`config.mk`:
```
export PLATFORM = sky130hd
export DESIGN_NAME = misr_ora_flat
export DESIGN_NICKNAME = d
export VERILOG_FILES = /design/src/rtl/misr_ora_if.sv /design/src/rtl/misr_ora.sv /design/src/flat_wrapper.sv
export SDC_FILE = /design/constraint.sdc
export NUM_CORES = 1
export LEC_CHECK = 0
export BUFFER_PORTS_ARGS = -buffer_cell sky130_fd_sc_hd__buf_2
export CORE_MARGIN = 4
export CORE_UTILIZATION = 30
export CTS_BUF_LIST = sky130_fd_sc_hd__clkbuf_8
export DETAILED_ROUTE_END_ITERATION = 12
export GPL_TIMING_DRIVEN = 0
export PLACE_DENSITY = 0.54
export SYNTH_ARGS = -nofsm -noshare
export SYNTH_HDL_FRONTEND = slang
export SYNTH_SLANG_ARGS = --single-unit
```
`constraint.sdc`:
```
create_clock -name clk -period 2.2 [get_ports clk]
set_input_delay 0.11 -clock clk [delete_from_list [all_inputs] [get_ports clk]]
set_output_delay 0.11 -clock clk [all_outputs]
set_load 0.05 [all_outputs]
```
`src/rtl/misr_ora_if.sv`:
```
// misr_ora handshake/result bundle between the BIST datapath and the MISR ORA.
// Carries per-pattern responses in and signatures/result out.
interface misr_ora_if #(
  parameter int OUT_BITS = 32,
  parameter int CNT_BITS = 16
);
  logic                START;
  logic                VALID;
  logic                LAST;
  logic [OUT_BITS-1:0] CUT_OP;
  logic [OUT_BITS-1:0] FF_OP;
  logic [OUT_BITS-1:0] SIG_CUT;
  logic [OUT_BITS-1:0] SIG_FF;
  logic [CNT_BITS-1:0] PAT_COUNT;
  logic                DONE;
  logic                RES;

  modport master (
    output START, VALID, LAST, CUT_OP, FF_OP,
    input  SIG_CUT, SIG_FF, PAT_COUNT, DONE, RES
  );

  modport slave (
    input  START, VALID, LAST, CUT_OP, FF_OP,
    output SIG_CUT, SIG_FF, PAT_COUNT, DONE, RES
  );
endinterface

```
`src/rtl/misr_ora.sv`:
```
// misr_ora: dual Galois MISR output response analyzer with end-of-session compare.
// Optional MISR_DIRECT_CMP_EN adds a sticky per-pattern mismatch flag (no aliasing).
module misr_ora #(
  parameter int                 OUT_BITS = 32,
  parameter logic [OUT_BITS-1:0] POLY    = 32'h0040_0007,
  parameter logic [OUT_BITS-1:0] SEED    = '0,
  parameter int                 CNT_BITS = 16
) (
  input  logic     clk,
  input  logic     rst,
  misr_ora_if.slave bus
);

  typedef enum logic [1:0] {
    S_IDLE,
    S_COMPACT,
    S_CMP,
    S_DONE
  } state_t;

  state_t              r_state;
  state_t              w_next;
  logic                w_reseed;
  logic                w_compact;
  logic                w_cmp;
  logic [OUT_BITS-1:0] r_sig_cut;
  logic [OUT_BITS-1:0] r_sig_ff;
  logic [CNT_BITS-1:0] r_cnt;
  logic                r_res;
  logic                w_diff;

  function automatic logic [OUT_BITS-1:0] f_misr(
    input logic [OUT_BITS-1:0] s,
    input logic [OUT_BITS-1:0] d
  );
    return {s[OUT_BITS-2:0], 1'b0}
         ^ (s[OUT_BITS-1] ? POLY : '0)
         ^ d;
  endfunction

  always_ff @(posedge clk) begin
    if (rst) r_state <= S_IDLE;
    else     r_state <= w_next;
  end

  // START overrides everything, including a coincident VALID.
  always_comb begin
    w_next    = r_state;
    w_reseed  = 1'b0;
    w_compact = 1'b0;
    w_cmp     = 1'b0;
    if (bus.START) begin
      w_reseed = 1'b1;
      w_next   = S_COMPACT;
    end else begin
      unique case (r_state)
        S_IDLE: w_next = S_IDLE;
        S_COMPACT: begin
          if (bus.VALID) begin
            w_compact = 1'b1;
            if (bus.LAST) w_next = S_CMP;
          end
        end
        S_CMP: begin
          w_cmp  = 1'b1;
          w_next = S_DONE;
        end
        S_DONE: w_next = S_DONE;
        default: w_next = S_IDLE;
      endcase
    end
  end

`ifdef MISR_DIRECT_CMP_EN
  logic r_flag;

  always_ff @(posedge clk) begin
    if (rst || w_reseed)
      r_flag <= 1'b0;
    else if (w_compact && (bus.CUT_OP != bus.FF_OP))
      r_flag <= 1'b1;
  end

  assign w_diff = (r_sig_cut != r_sig_ff) | r_flag;
`else
  assign w_diff = (r_sig_cut != r_sig_ff);
`endif

  always_ff @(posedge clk) begin
    if (rst) begin
      r_sig_cut <= SEED;
      r_sig_ff  <= SEED;
      r_cnt     <= '0;
      r_res     <= 1'b0;
    end else if (w_reseed) begin
      r_sig_cut <= SEED;
      r_sig_ff  <= SEED;
      r_cnt     <= '0;
    end else if (w_compact) begin
      r_sig_cut <= f_misr(r_sig_cut, bus.CUT_OP);
      r_sig_ff  <= f_misr(r_sig_ff, bus.FF_OP);
      if (r_cnt != '1) r_cnt <= r_cnt + CNT_BITS'(1);
    end else if (w_cmp) begin
      r_res <= w_diff;
    end
  end

  assign bus.SIG_CUT   = r_sig_cut;
  assign bus.SIG_FF    = r_sig_ff;
  assign bus.PAT_COUNT = r_cnt;
  assign bus.DONE      = (r_state == S_DONE);
  assign bus.RES       = r_res;

endmodule
```
`src/flat_wrapper.sv`:
```
// flat-port wrapper written by rule: the top's interface ports become plain ports
module misr_ora_flat 
#(
  parameter int                 OUT_BITS = 32,
  parameter logic [OUT_BITS-1:0] POLY    = 32'h0040_0007,
  parameter logic [OUT_BITS-1:0] SEED    = '0,
  parameter int                 CNT_BITS = 16
)
  (clk, rst, bus_START, bus_VALID, bus_LAST, bus_CUT_OP, bus_FF_OP, bus_SIG_CUT, bus_SIG_FF, bus_PAT_COUNT, bus_DONE, bus_RES);
  misr_ora_if #(.OUT_BITS(OUT_BITS), .CNT_BITS(CNT_BITS)) bus_i ();
  input  logic clk;
  input  logic rst;
  input wire logic [$bits(bus_i.START)-1:0] bus_START;
  input wire logic [$bits(bus_i.VALID)-1:0] bus_VALID;
  input wire logic [$bits(bus_i.LAST)-1:0] bus_LAST;
  input wire logic [$bits(bus_i.CUT_OP)-1:0] bus_CUT_OP;
  input wire logic [$bits(bus_i.FF_OP)-1:0] bus_FF_OP;
  output wire logic [$bits(bus_i.SIG_CUT)-1:0] bus_SIG_CUT;
  output wire logic [$bits(bus_i.SIG_FF)-1:0] bus_SIG_FF;
  output wire logic [$bits(bus_i.PAT_COUNT)-1:0] bus_PAT_COUNT;
  output wire logic [$bits(bus_i.DONE)-1:0] bus_DONE;
  output wire logic [$bits(bus_i.RES)-1:0] bus_RES;
  assign bus_i.START = bus_START;
  assign bus_i.VALID = bus_VALID;
  assign bus_i.LAST = bus_LAST;
  assign bus_i.CUT_OP = bus_CUT_OP;
  assign bus_i.FF_OP = bus_FF_OP;
  assign bus_SIG_CUT = bus_i.SIG_CUT;
  assign bus_SIG_FF = bus_i.SIG_FF;
  assign bus_PAT_COUNT = bus_i.PAT_COUNT;
  assign bus_DONE = bus_i.DONE;
  assign bus_RES = bus_i.RES;
  misr_ora #(.OUT_BITS(OUT_BITS), .POLY(POLY), .SEED(SEED), .CNT_BITS(CNT_BITS)) u_core (.clk(clk), .rst(rst), .bus(bus_i));
endmodule
```
==> metrics.md, run 1 <==
| Metric | Value |
|---|---|
| Crit path capture | `u_core.bus.PAT_COUNT[9]` |
| Num Clock Sinks | `83` |
| RSZ-0062 raised after global routing | `false` |
| Overall Global Routing Usage | `16.4%` |
| Die H | `123 µm` |
| Crit-path max FO | `8` |
| # placed instances | `758` |
| Hold crit path type | `in2reg` |
| Most common cell in the netlist | `xnor2_1` |
| Vias in the first global route | `3,549` |
| Count of mapped cells out of synthesis | `436` |
| CP arrival | `2.16 ns` |
| Synth area leaders | `dfxtp_1 (42%), xnor2_1 (22%), a211oi_1 (11%), nor2_1 (7.1%), xor2_1 (3.5%)` |
| Critical path endpoint category | `flip-flop` |
| Layout Nets | `668` |
| DIE WIDTH | `123 µm` |
| EDFF count, synth | `0` |
| DRT Pass-1 Iters | `4` |
| Global route overflow | `0` |
| Syn-to-layout area delta | `28.6%` |
| Pre-CTS setup slack | `0.296 ns` |
| Post-CTS Setup Bufs | `0` |
| Clock Latency Late Sink | `0.36 ns` |
| CTS Buffer Depth | `2` |
| Mapped cell area | `3970 µm²` |
| P_sw | `828 µW` |
| Max Fclk | `518 MHz` |
| Rows | `41` |
| Die area | `15,100 µm²` |
| Routed WL per cell | `15.9 µm` |
| Share of cells above drive strength 1 | `28.9%` |
| Slew @ Worst Pin | `0.549 ns` |
| Sequential fraction of design power | `53.5%` |
| Post-Route WL | `12,300 µm` |
| Worst setup SP type | `flip-flop` |
| RR Endpoint | `u_core.bus.PAT_COUNT[9]` |
| Worst-path clk slew | `0.09 ns` |
| First-pass GRT wire length | `19,000 µm` |
| Main synth FF type | `dfxtp_1` |
| Gates resized, CTS repair | `0` |
| CTS tree | `done` |
| Via count | `3,617` |
| Final Skew | `0.00959 ns` |
| Fillers | `1,350` |
| Initial antenna violation count | `1` |
| Crit path time final | `1.93 ns` |
| Core Area | `12,800 µm²` |
| Initial drt markers | `133` |
| CTS Buf Count | `9` |
| Final HPWL DP | `9760 µm` |
| Yosys cell types | `34` |
| Area leader, netlist | `dfxtp_1` |
| # hold bufs at CTS | `1` |
| Int Power | `2080 µW` |
| Pleak | `0.00200 µW` |
| Antenna Cells | `0` |
| Gp weighted congestion | `0.858` |
| R2R setup slack | `0.27 ns` |
| Sequential cell area | `1660 µm²` |
| Drt drc | `0` |
| Avg Cell Area, Syn | `9.11 µm²` |
| # Max-Cap Violations | `0` |
| Synth top area share | `41.8%` |
| Worst Setup Slack, final | `0.271 ns` |
| Worst vdd ir | `0.250 mV` |
| Largest net degree at the start of global routing | `14` |
| Net Count, Synth | `506` |
| Seq/Total Area, Yosys | `41.8%` |
| Comb power frac | `14.0%` |
| # setup viols final | `0` |
| Period utilisation layout | `87.7%` |
| Ports | `151` |
| Setup TNS | `0 ns` |
| Rel. slew slack | `63.4%` |
| Seq cells post-synth | `83` |
| Crit Path Category | `reg2reg` |
| Port Buffers | `150` |
| Status | `completed` |
| Area of the multi-input gates | `2200 µm²` |
| CTS root buf | `clkbuf_8` |
| Initial core utilization | `31.1%` |
| Clock Power Share | `32.5%` |
| Switch share | `28.5%` |
| Critical Path Source | `u_core.bus.PAT_COUNT[0]` |
| Cell depth of the worst flop-to-flop path | `6` |
| Ys async rst share | `0%` |
| RR Startpoint | `u_core.bus.PAT_COUNT[0]` |
| Cell Count, Final, Fillers Out | `775` |
| CP required | `2.43 ns` |
| Routed vias/inst | `4.67` |
| Final Hold Vio Count | `0` |
| Yosys warns | `0` |
| Power Dens Cells | `570 nW/µm²` |
| CTS H-tree depth | `3` |
| Max-slew violations | `0` |
| Most frequent cells after synthesis | `xnor2_1 (99), dfxtp_1 (83), nor2_1 (75)` |
| ANT nets after route | `0` |
[routing by layer]
layer | wire, µm | global-route usage [%]
met1 | 5820 | 22.4
met2 | 5610 | 26.0
met3 | 680 | 3.20
met4 | 215 | 5.67
met5 | 7 | 0
[area by class of cell]
cell class,count,area share (%)
inverter,1,0.0735
buffer,25,2.01
timing repair buffer,151,14.9
multi-input combinational,327,43.1
tap,172,4.21
clock inverter,7,0.710
sequential,83,32.5
clock buffer,9,2.43
[cells in the final DEF (no fill, tap or decap), types with 2 or more instances in the layout]
cell,n
a31oi_1,2
a211oi_1,58
nand4_1,10
buf_1,2
clkbuf_8,9
nor3_1,6
xnor2_1,99
clkbuf_1,18
and3_1,2
nor2_1,75
xor2_1,16
clkinv_2,5
dfxtp_1,83
nor4_1,5
buf_2,154
inv_1,2
nand3_1,6
nand2_1,22
a21oi_1,10
[cells by family (layout without fill, tap and decap cells)]
logic type      Yosys count  count (layout)  share of synthesized area [%]
compound gates           75              75                           14.1
buf+inv                  26             193                           2.68
xor+xnor                115             115                           25.4
flops                    83              83                           41.8
fa+ha+maj                 1               1                          0.315
simple gates            136             136                           15.8
[flip-flops by register name (all words and copies together) (netlist names)]
name	cells
u_core.bus.SIG_FF	32
u_core.bus.PAT_COUNT	16
u_core.r_state	2
u_core.bus.RES	1
u_core.bus.SIG_CUT	32
[power groups by stage]
stage / Combinational (µW) / Clock (µW) / Sequential (µW)
2_1_floorplan: 187 / 0 / 1660
6_report: 407 / 948 / 1560
4_1_cts: 411 / 978 / 1560
3_5_place_dp: 408 / 0 / 1590
3_3_place_gp: 406 / 0 / 1590
5_1_grt: 443 / 1040 / 1560
[how the worst min path moves through the flow]
stage                                        end           start  slack, ns  cells past startpoint
after floorplan                u_core.r_state[0]             rst       0.18                      1
after detailed placement       u_core.r_state[0]             rst       0.32                      2
after CTS                 u_core.bus.SIG_CUT[27]  bus_CUT_OP[27]       0.03                      3
after global placement         u_core.r_state[0]             rst       0.31                      2
final                      u_core.bus.SIG_FF[12]   bus_FF_OP[12]       0.04                      3
after global routing       u_core.bus.SIG_CUT[0]   bus_CUT_OP[0]       0.04                      3
[stage by stage]
| step | power (µW) | cell area, µm² | util [%] | hold WS (ns) |
|---|---|---|---|---|
| 6_report | 2910 | 5110 | 40.0 | 0.0425 |
| 5_1_grt | 3040 | 5110 | 40.0 | 0.0417 |
| 4_1_cts | 2950 | 5110 | 40.0 | 0.0286 |
| 3_5_place_dp | 2000 | 4940 | 38.7 | 0.319 |
| 3_3_place_gp | 2000 | 4940 | 38.7 | 0.307 |
| 2_1_floorplan | 1840 | 3970 | - | 0.179 |
[critical path: stages (launching register included)]
cell and delay, ns:
dfxtp_1 0.44, ha_1 0.24, nand4_1 0.20, o41ai_4 0.58
nor3_1 0.14, xnor2_1 0.16, nor2_1 0.05
(Power assumes the default switching activity.)
==> inputs of run 2 (changes only) <==
--- a/config.mk
+++ b/config.mk
@@ -11,7 +11,6 @@
 export CTS_BUF_LIST = sky130_fd_sc_hd__clkbuf_8
 export DETAILED_ROUTE_END_ITERATION = 12
 export GPL_TIMING_DRIVEN = 0
-export PLACE_DENSITY = 0.54
 export SYNTH_ARGS = -nofsm -noshare
 export SYNTH_HDL_FRONTEND = slang
 export SYNTH_SLANG_ARGS = --single-unit
==> metrics.md, run 2 (synthesis results as in run 1) <==
| Metric | Value |
|---|---|
| Buffers plus inverters on the worst setup path | `0` |
| Drt drc | `0` |
| Worst-path clk slew | `0.09 ns` |
| CP required | `2.43 ns` |
| CTS Buffer Depth | `2` |
| Largest net degree at the start of global routing | `13` |
| Die area | `15,100 µm²` |
| Clock Power Share | `36.0%` |
| DRT Pass-1 Iters | `4` |
| Initial drt markers | `119` |
| Num Clock Sinks | `83` |
| ANT nets after route | `0` |
| # Max-Cap Violations | `0` |
| Die H | `123 µm` |
| Post-Route WL | `12,300 µm` |
| Hold crit path type | `in2reg` |
| Max Fclk | `517 MHz` |
| CTS Buf Count | `9` |
| CP arrival | `2.16 ns` |
| Setup TNS | `0 ns` |
| Clock Latency Late Sink | `0.36 ns` |
| Crit path largest cell delay | `0.57 ns` |
| Rows | `41` |
| Worst setup SP type | `flip-flop` |
| Pleak | `0.00202 µW` |
| Via count | `3,705` |
| Worst vdd ir | `0.257 mV` |
| Power Dens Cells | `597 nW/µm²` |
| Critical path endpoint category | `flip-flop` |
| Crit-path cells | `ha_1, nand4_1, o41ai_4, nor3_1, xnor2_1, nor2_1` |
| DIE WIDTH | `123 µm` |
| Commonest cells after routing, fill and taps aside | `buf_2 (154), xnor2_1 (99), dfxtp_1 (83)` |
| Final Power | `3070 µW` |
| # placed instances | `758` |
| Final Hold Vio Count | `0` |
| Routed vias/inst | `4.79` |
| Critical Path Source | `u_core.bus.PAT_COUNT[0]` |
| Initial antenna violation count | `0` |
| Commonest non-fill, non-tap cell in the layout | `buf_2` |
| # hold bufs at CTS | `1` |
| Worst-path cell with the longest stage delay | `o41ai_4` |
| CTS H-tree depth | `3` |
| Final HPWL DP | `9730 µm` |
| First-pass GRT wire length | `18,800 µm` |
| Cell Count, Final, Fillers Out | `774` |
| Comb power frac | `13.2%` |
| Vias in the first global route | `3,616` |
| Share of cells above drive strength 1 | `28.6%` |
| Switch share | `26.4%` |
| Ports | `151` |
| Overall Global Routing Usage | `16.1%` |
| CTS tree | `done` |
| # setup viols final | `0` |
| Int Power | `2260 µW` |
| Core Area | `12,800 µm²` |
| Post-CTS Setup Bufs | `0` |
| Routed WL per cell | `15.8 µm` |
| Final Skew | `0.0118 ns` |
| Sequential fraction of design power | `50.7%` |
| CP top delay family | `compound AO/OA/AOI/OAI gates` |
| Port Buffers | `150` |
| Max-slew violations | `0` |
| Rel. slew slack | `61.1%` |
| Gp weighted congestion | `0.888` |
| Global route overflow | `0` |
| RSZ-0062 raised after global routing | `false` |
| Crit path time final | `1.93 ns` |
| CTS root buf | `clkbuf_8` |
| P_sw | `810 µW` |
| Crit Path Category | `reg2reg` |
| RR Startpoint | `u_core.bus.PAT_COUNT[0]` |
| Status | `completed` |
| Worst Min Path Start | `bus_START` |
| Layout Nets | `668` |
| Gates resized, CTS repair | `0` |
| Antenna Cells | `0` |
| Initial core utilization | `31.1%` |
| Syn-to-layout area delta | `29.5%` |
| Slew @ Worst Pin | `0.583 ns` |
| Period utilisation layout | `87.8%` |
| Crit-path max FO | `8` |
[run 2: cell count changes in the layout (fill, tap and decap cells not counted), sizes merged]
cell,delta
clkinv,-4
clkbuf,+2
bufinv,+1
clkinvlp,-1
inv,+1
[run 2: stage by stage]
step	setup WS, ns	instance area, µm²	hold slack [ns]	utilization, %
floorplan	0.0909	3970	0.179	-
CTS	0.292	5140	0.0199	40.2
detailed placement	0.303	4940	0.336	38.7
global route	0.111	5140	0.0364	40.2
finish	0.267	5140	0.0395	40.2
global placement	0.332	4940	0.334	38.7
[run 2: path summary, 6_finish.rpt]
check,endpoint,slack (ns),cells after the start
worst max-delay path,u_core.bus.PAT_COUNT[9],0.27,6
worst max register to register,u_core.bus.PAT_COUNT[9],0.27,6
worst min register to register,u_core.bus.RES,0.52,2
worst min-delay path,u_core.r_state[0],0.04,3
[run 2: cell type report]
class                           count  area [µm²]
Buffer                             25         103
Clock inverter                      4        42.5
Fill cell                        1346        7630
Multi-Input combinational cell    327        2200
Clock buffer                       11         151
Timing Repair Buffer              151         761
Sequential cell                    83        1660
Inverter                            1        3.75
Tap cell                          172         215
[run 2: power groups by stage]
stage          Combinational [µW]  Clock [µW]  Sequential (µW)
2_1_floorplan                 187           0             1660
3_3_place_gp                  402           0             1590
3_5_place_dp                  406           0             1590
4_1_cts                       409        1140             1560
5_1_grt                       441        1190             1560
6_report                      406        1110             1560
[run 2: per-layer routing]
layer,vias to the layer above,GRT usage [%],share of wire [%]
li1,1819,-,-
met1,1731,20.5,44
met2,135,26.2,46
met3,20,4.35,7.0
met4,0,5.95,2.3
met5,-,0,0
[run 2: worst register-to-register path: cells and delay by family, from the launching register on]
family / cells / cell delay (ns)
XOR/XNOR: 1 / 0.16
AO/OA/AOI/OAI: 1 / 0.57
adder cells (fa/ha/maj): 1 / 0.25
flip-flops: 1 / 0.44
AND/OR/NAND/NOR: 3 / 0.39
==> inputs of run 3 (changes only) <==
--- a/config.mk
+++ b/config.mk
@@ -5,6 +5,7 @@
 export SDC_FILE = /design/constraint.sdc
 export NUM_CORES = 1
 export LEC_CHECK = 0
+export ABC_AREA = 1
 export BUFFER_PORTS_ARGS = -buffer_cell sky130_fd_sc_hd__buf_2
 export CORE_MARGIN = 4
 export CORE_UTILIZATION = 30
==> metrics.md, run 3 <==
| Metric | Value |
|---|---|
| Worst vdd ir | `0.227 mV` |
| Synth top area share | `37.4%` |
| Share of cells above drive strength 1 | `28.4%` |
| Vias in the first global route | `4,124` |
| Initial core utilization | `30.5%` |
| # hold bufs at CTS | `1` |
| Commonest cells after routing, fill and taps aside | `buf_2 (154), nand2_1 (105), dfxtp_1 (83)` |
| Crit path time final | `1.68 ns` |
| Crit-path max FO | `9` |
| Ports | `151` |
| Clock Latency Late Sink | `0.37 ns` |
| ANT nets after route | `0` |
| Cell Count, Final, Fillers Out | `934` |
| Layout Nets | `814` |
| Rel. slew slack | `45.2%` |
| Synth Area in Adders | `0.282%` |
| Rows | `44` |
| Post-synthesis compound-gate area fraction | `18.3%` |
| Initial drt markers | `215` |
| CTS Buf Count | `9` |
| Period utilisation layout | `76.5%` |
| CTS tree | `done` |
| Worst-path clk slew | `0.09 ns` |
| # Max-Cap Violations | `0` |
| Seq/Total Area, Yosys | `37.4%` |
| Post-CTS Setup Bufs | `0` |
| RR Startpoint | `u_core.bus.PAT_COUNT[0]` |
| # setup viols final | `0` |
| Global route overflow | `0` |
| Final Skew | `0.00940 ns` |
| Core Area | `14,500 µm²` |
| CP required | `2.43 ns` |
| Hold crit path type | `in2reg` |
| Mapped cell area | `4440 µm²` |
| DRT Pass-1 Iters | `4` |
| Most frequent cells after synthesis | `nand2_1 (105), dfxtp_1 (83), inv_1 (64)` |
| Synth Area in XOR/XNOR | `16.4%` |
| DIE WIDTH | `130 µm` |
| Critical path endpoint category | `flip-flop` |
| Count of mapped cells out of synthesis | `582` |
| Crit path largest cell delay | `0.39 ns` |
| Yosys warns | `0` |
| EDFF count, synth | `0` |
| Post-Route WL | `14,700 µm` |
| Critical Path Source | `u_core.bus.PAT_COUNT[0]` |
| Most common cell on crit path | `nand2_1` |
| Routed WL per cell | `15.7 µm` |
| Worst setup SP type | `flip-flop` |
| Synth area leaders | `dfxtp_1 (37%), nand2_1 (8.9%), xnor2_1 (8.7%), xor2_1 (7.7%), a21oi_1 (5.6%)` |
| CP arrival | `1.91 ns` |
| Max Fclk | `594 MHz` |
| Setup TNS | `0 ns` |
| Num Clock Sinks | `83` |
| Overall Global Routing Usage | `17.8%` |
| Port Buffers | `150` |
| Drt drc | `0` |
| Buffers plus inverters on the worst setup path | `0` |
| Die H | `130 µm` |
| Worst-path cell with the longest stage delay | `dfxtp_1` |
| Final Cell Area | `5630 µm²` |
| Avg Cell Area, Syn | `7.63 µm²` |
| Final Hold Vio Count | `0` |
| # placed instances | `916` |
| DP Area | `5420 µm²` |
| CP top delay family | `simple AND/OR/NAND/NOR gates` |
| Pleak | `0.00251 µW` |
| Ys async rst share | `0%` |
| Status | `completed` |
| RSZ-0062 raised after global routing | `false` |
| Gp weighted congestion | `0.848` |
| Die area | `16,800 µm²` |
| Worst Min Path Start | `bus_FF_OP[29]` |
| Syn-to-layout area delta | `26.9%` |
| Crit Path Category | `reg2reg` |
| Layout Utilization | `38.8%` |
| Hold Slack | `0.0519 ns` |
| Largest net degree at the start of global routing | `15` |
| First-pass GRT wire length | `22,800 µm` |
| Most common cell in the netlist | `nand2_1` |
| Multiplexer share of the synthesized area | `0%` |
| Crit-path cells | `ha_1, nand2_1, nor2_4, nand2_4, o21ai_2, o21bai_1, nand2_1, nor2_1` |
| CTS root buf | `clkbuf_8` |
| Via count | `4,253` |
| Net Count, Synth | `652` |
| CTS Buffer Depth | `2` |
| Initial antenna violation count | `2` |
| Power Dens Cells | `563 nW/µm²` |
| Commonest non-fill, non-tap cell in the layout | `buf_2` |
| Max-slew violations | `0` |
| Gates resized, CTS repair | `0` |
| Area leader, netlist | `dfxtp_1` |
| Main synth FF type | `dfxtp_1` |
| Seq cells post-synth | `83` |
| CTS H-tree depth | `3` |
| Yosys cell types | `29` |
| Slew @ Worst Pin | `0.822 ns` |
| Synth Area in Simple Gates | `18.4%` |
| Final HPWL DP | `11,600 µm` |
| Routed vias/inst | `4.55` |
| Largest family of logic cells by synthesized area | `simple AND/OR/NAND/NOR gates` |
run 3: changes by cell type in the layout (fill, tap and decap cells not counted), moves of 5 or more:
cell and change:
inv_1 +61, nand2_1 +83, buf_6 +7, a211oi_2 +18, xor2_1 +23, a21oi_1 +40
nand4_1 -7, a211oi_1 -54, nor2_1 -15, nor4_1 -5, xnor2_1 -55, o21ai_0 +48
run 3: area by class of cell:
| class | instances | area, µm² |
|---|---|---|
| Antenna cell | 1 | 2.50 |
| Buffer | 26 | 159 |
| Clock buffer | 10 | 138 |
| Clock inverter | 6 | 63.8 |
| Fill cell | 1576 | 8900 |
| Inverter | 66 | 248 |
| Multi-Input combinational cell | 407 | 2370 |
| Sequential cell | 83 | 1660 |
| Tap cell | 184 | 230 |
| Timing Repair Buffer | 151 | 761 |
run 3: metrics by stage:
| stage | worst slack [ns] | total power [µW] |
|---|---|---|
| 6_report | 0.517 | 3170 |
| 5_1_grt | 0.294 | 3300 |
| 4_1_cts | 0.510 | 3200 |
| 3_5_place_dp | 0.525 | 2050 |
| 3_3_place_gp | 0.542 | 2050 |
| 2_1_floorplan | 0.309 | 1870 |
run 3: final timing paths:
kind                                                  to  slack [ns]  depth (start not counted)
worst min register to register   u_core.bus.PAT_COUNT[2]        0.50                          2
worst min-delay path               u_core.bus.SIG_FF[29]        0.05                          3
worst max-delay path            u_core.bus.PAT_COUNT[11]        0.52                          8
worst max register to register  u_core.bus.PAT_COUNT[11]        0.52                          8
run 3: worst reg2reg max path: stages (launching register included):
cell and delay, ns:
dfxtp_1 0.39, ha_1 0.20, nand2_1 0.09, nor2_4 0.16, nand2_4 0.11, o21ai_2 0.38, o21bai_1 0.10, nand2_1 0.08
nor2_1 0.04
run 3: cell families (layout without fill, tap and decap cells):
group           after synthesis  after routing
compound gates              129            129
flops                        83             83
buf+inv                      92            259
xor+xnor                     83             83
fa+ha+maj                     1              1
simple gates                194            194
other cells                   0              1
run 3: metal layers:
layer / part of all wire, % / GRT usage [%] / vias up / routed length (µm)
li1: - / - / 2187 / -
met1: 48 / 25.2 / 1913 / 7020
met2: 44 / 26.9 / 129 / 6490
met3: 5.7 / 3.17 / 22 / 833
met4: 2.2 / 6.97 / 2 / 325
met5: 0.048 / 0 / - / 7
run 3: where the power goes:
part / internal, µW / leakage, µW / switching, µW
Clock: 556 / 0.0000987 / 601
Sequential: 1520 / 0.000671 / 31.4
Combinational: 163 / 0.00174 / 293
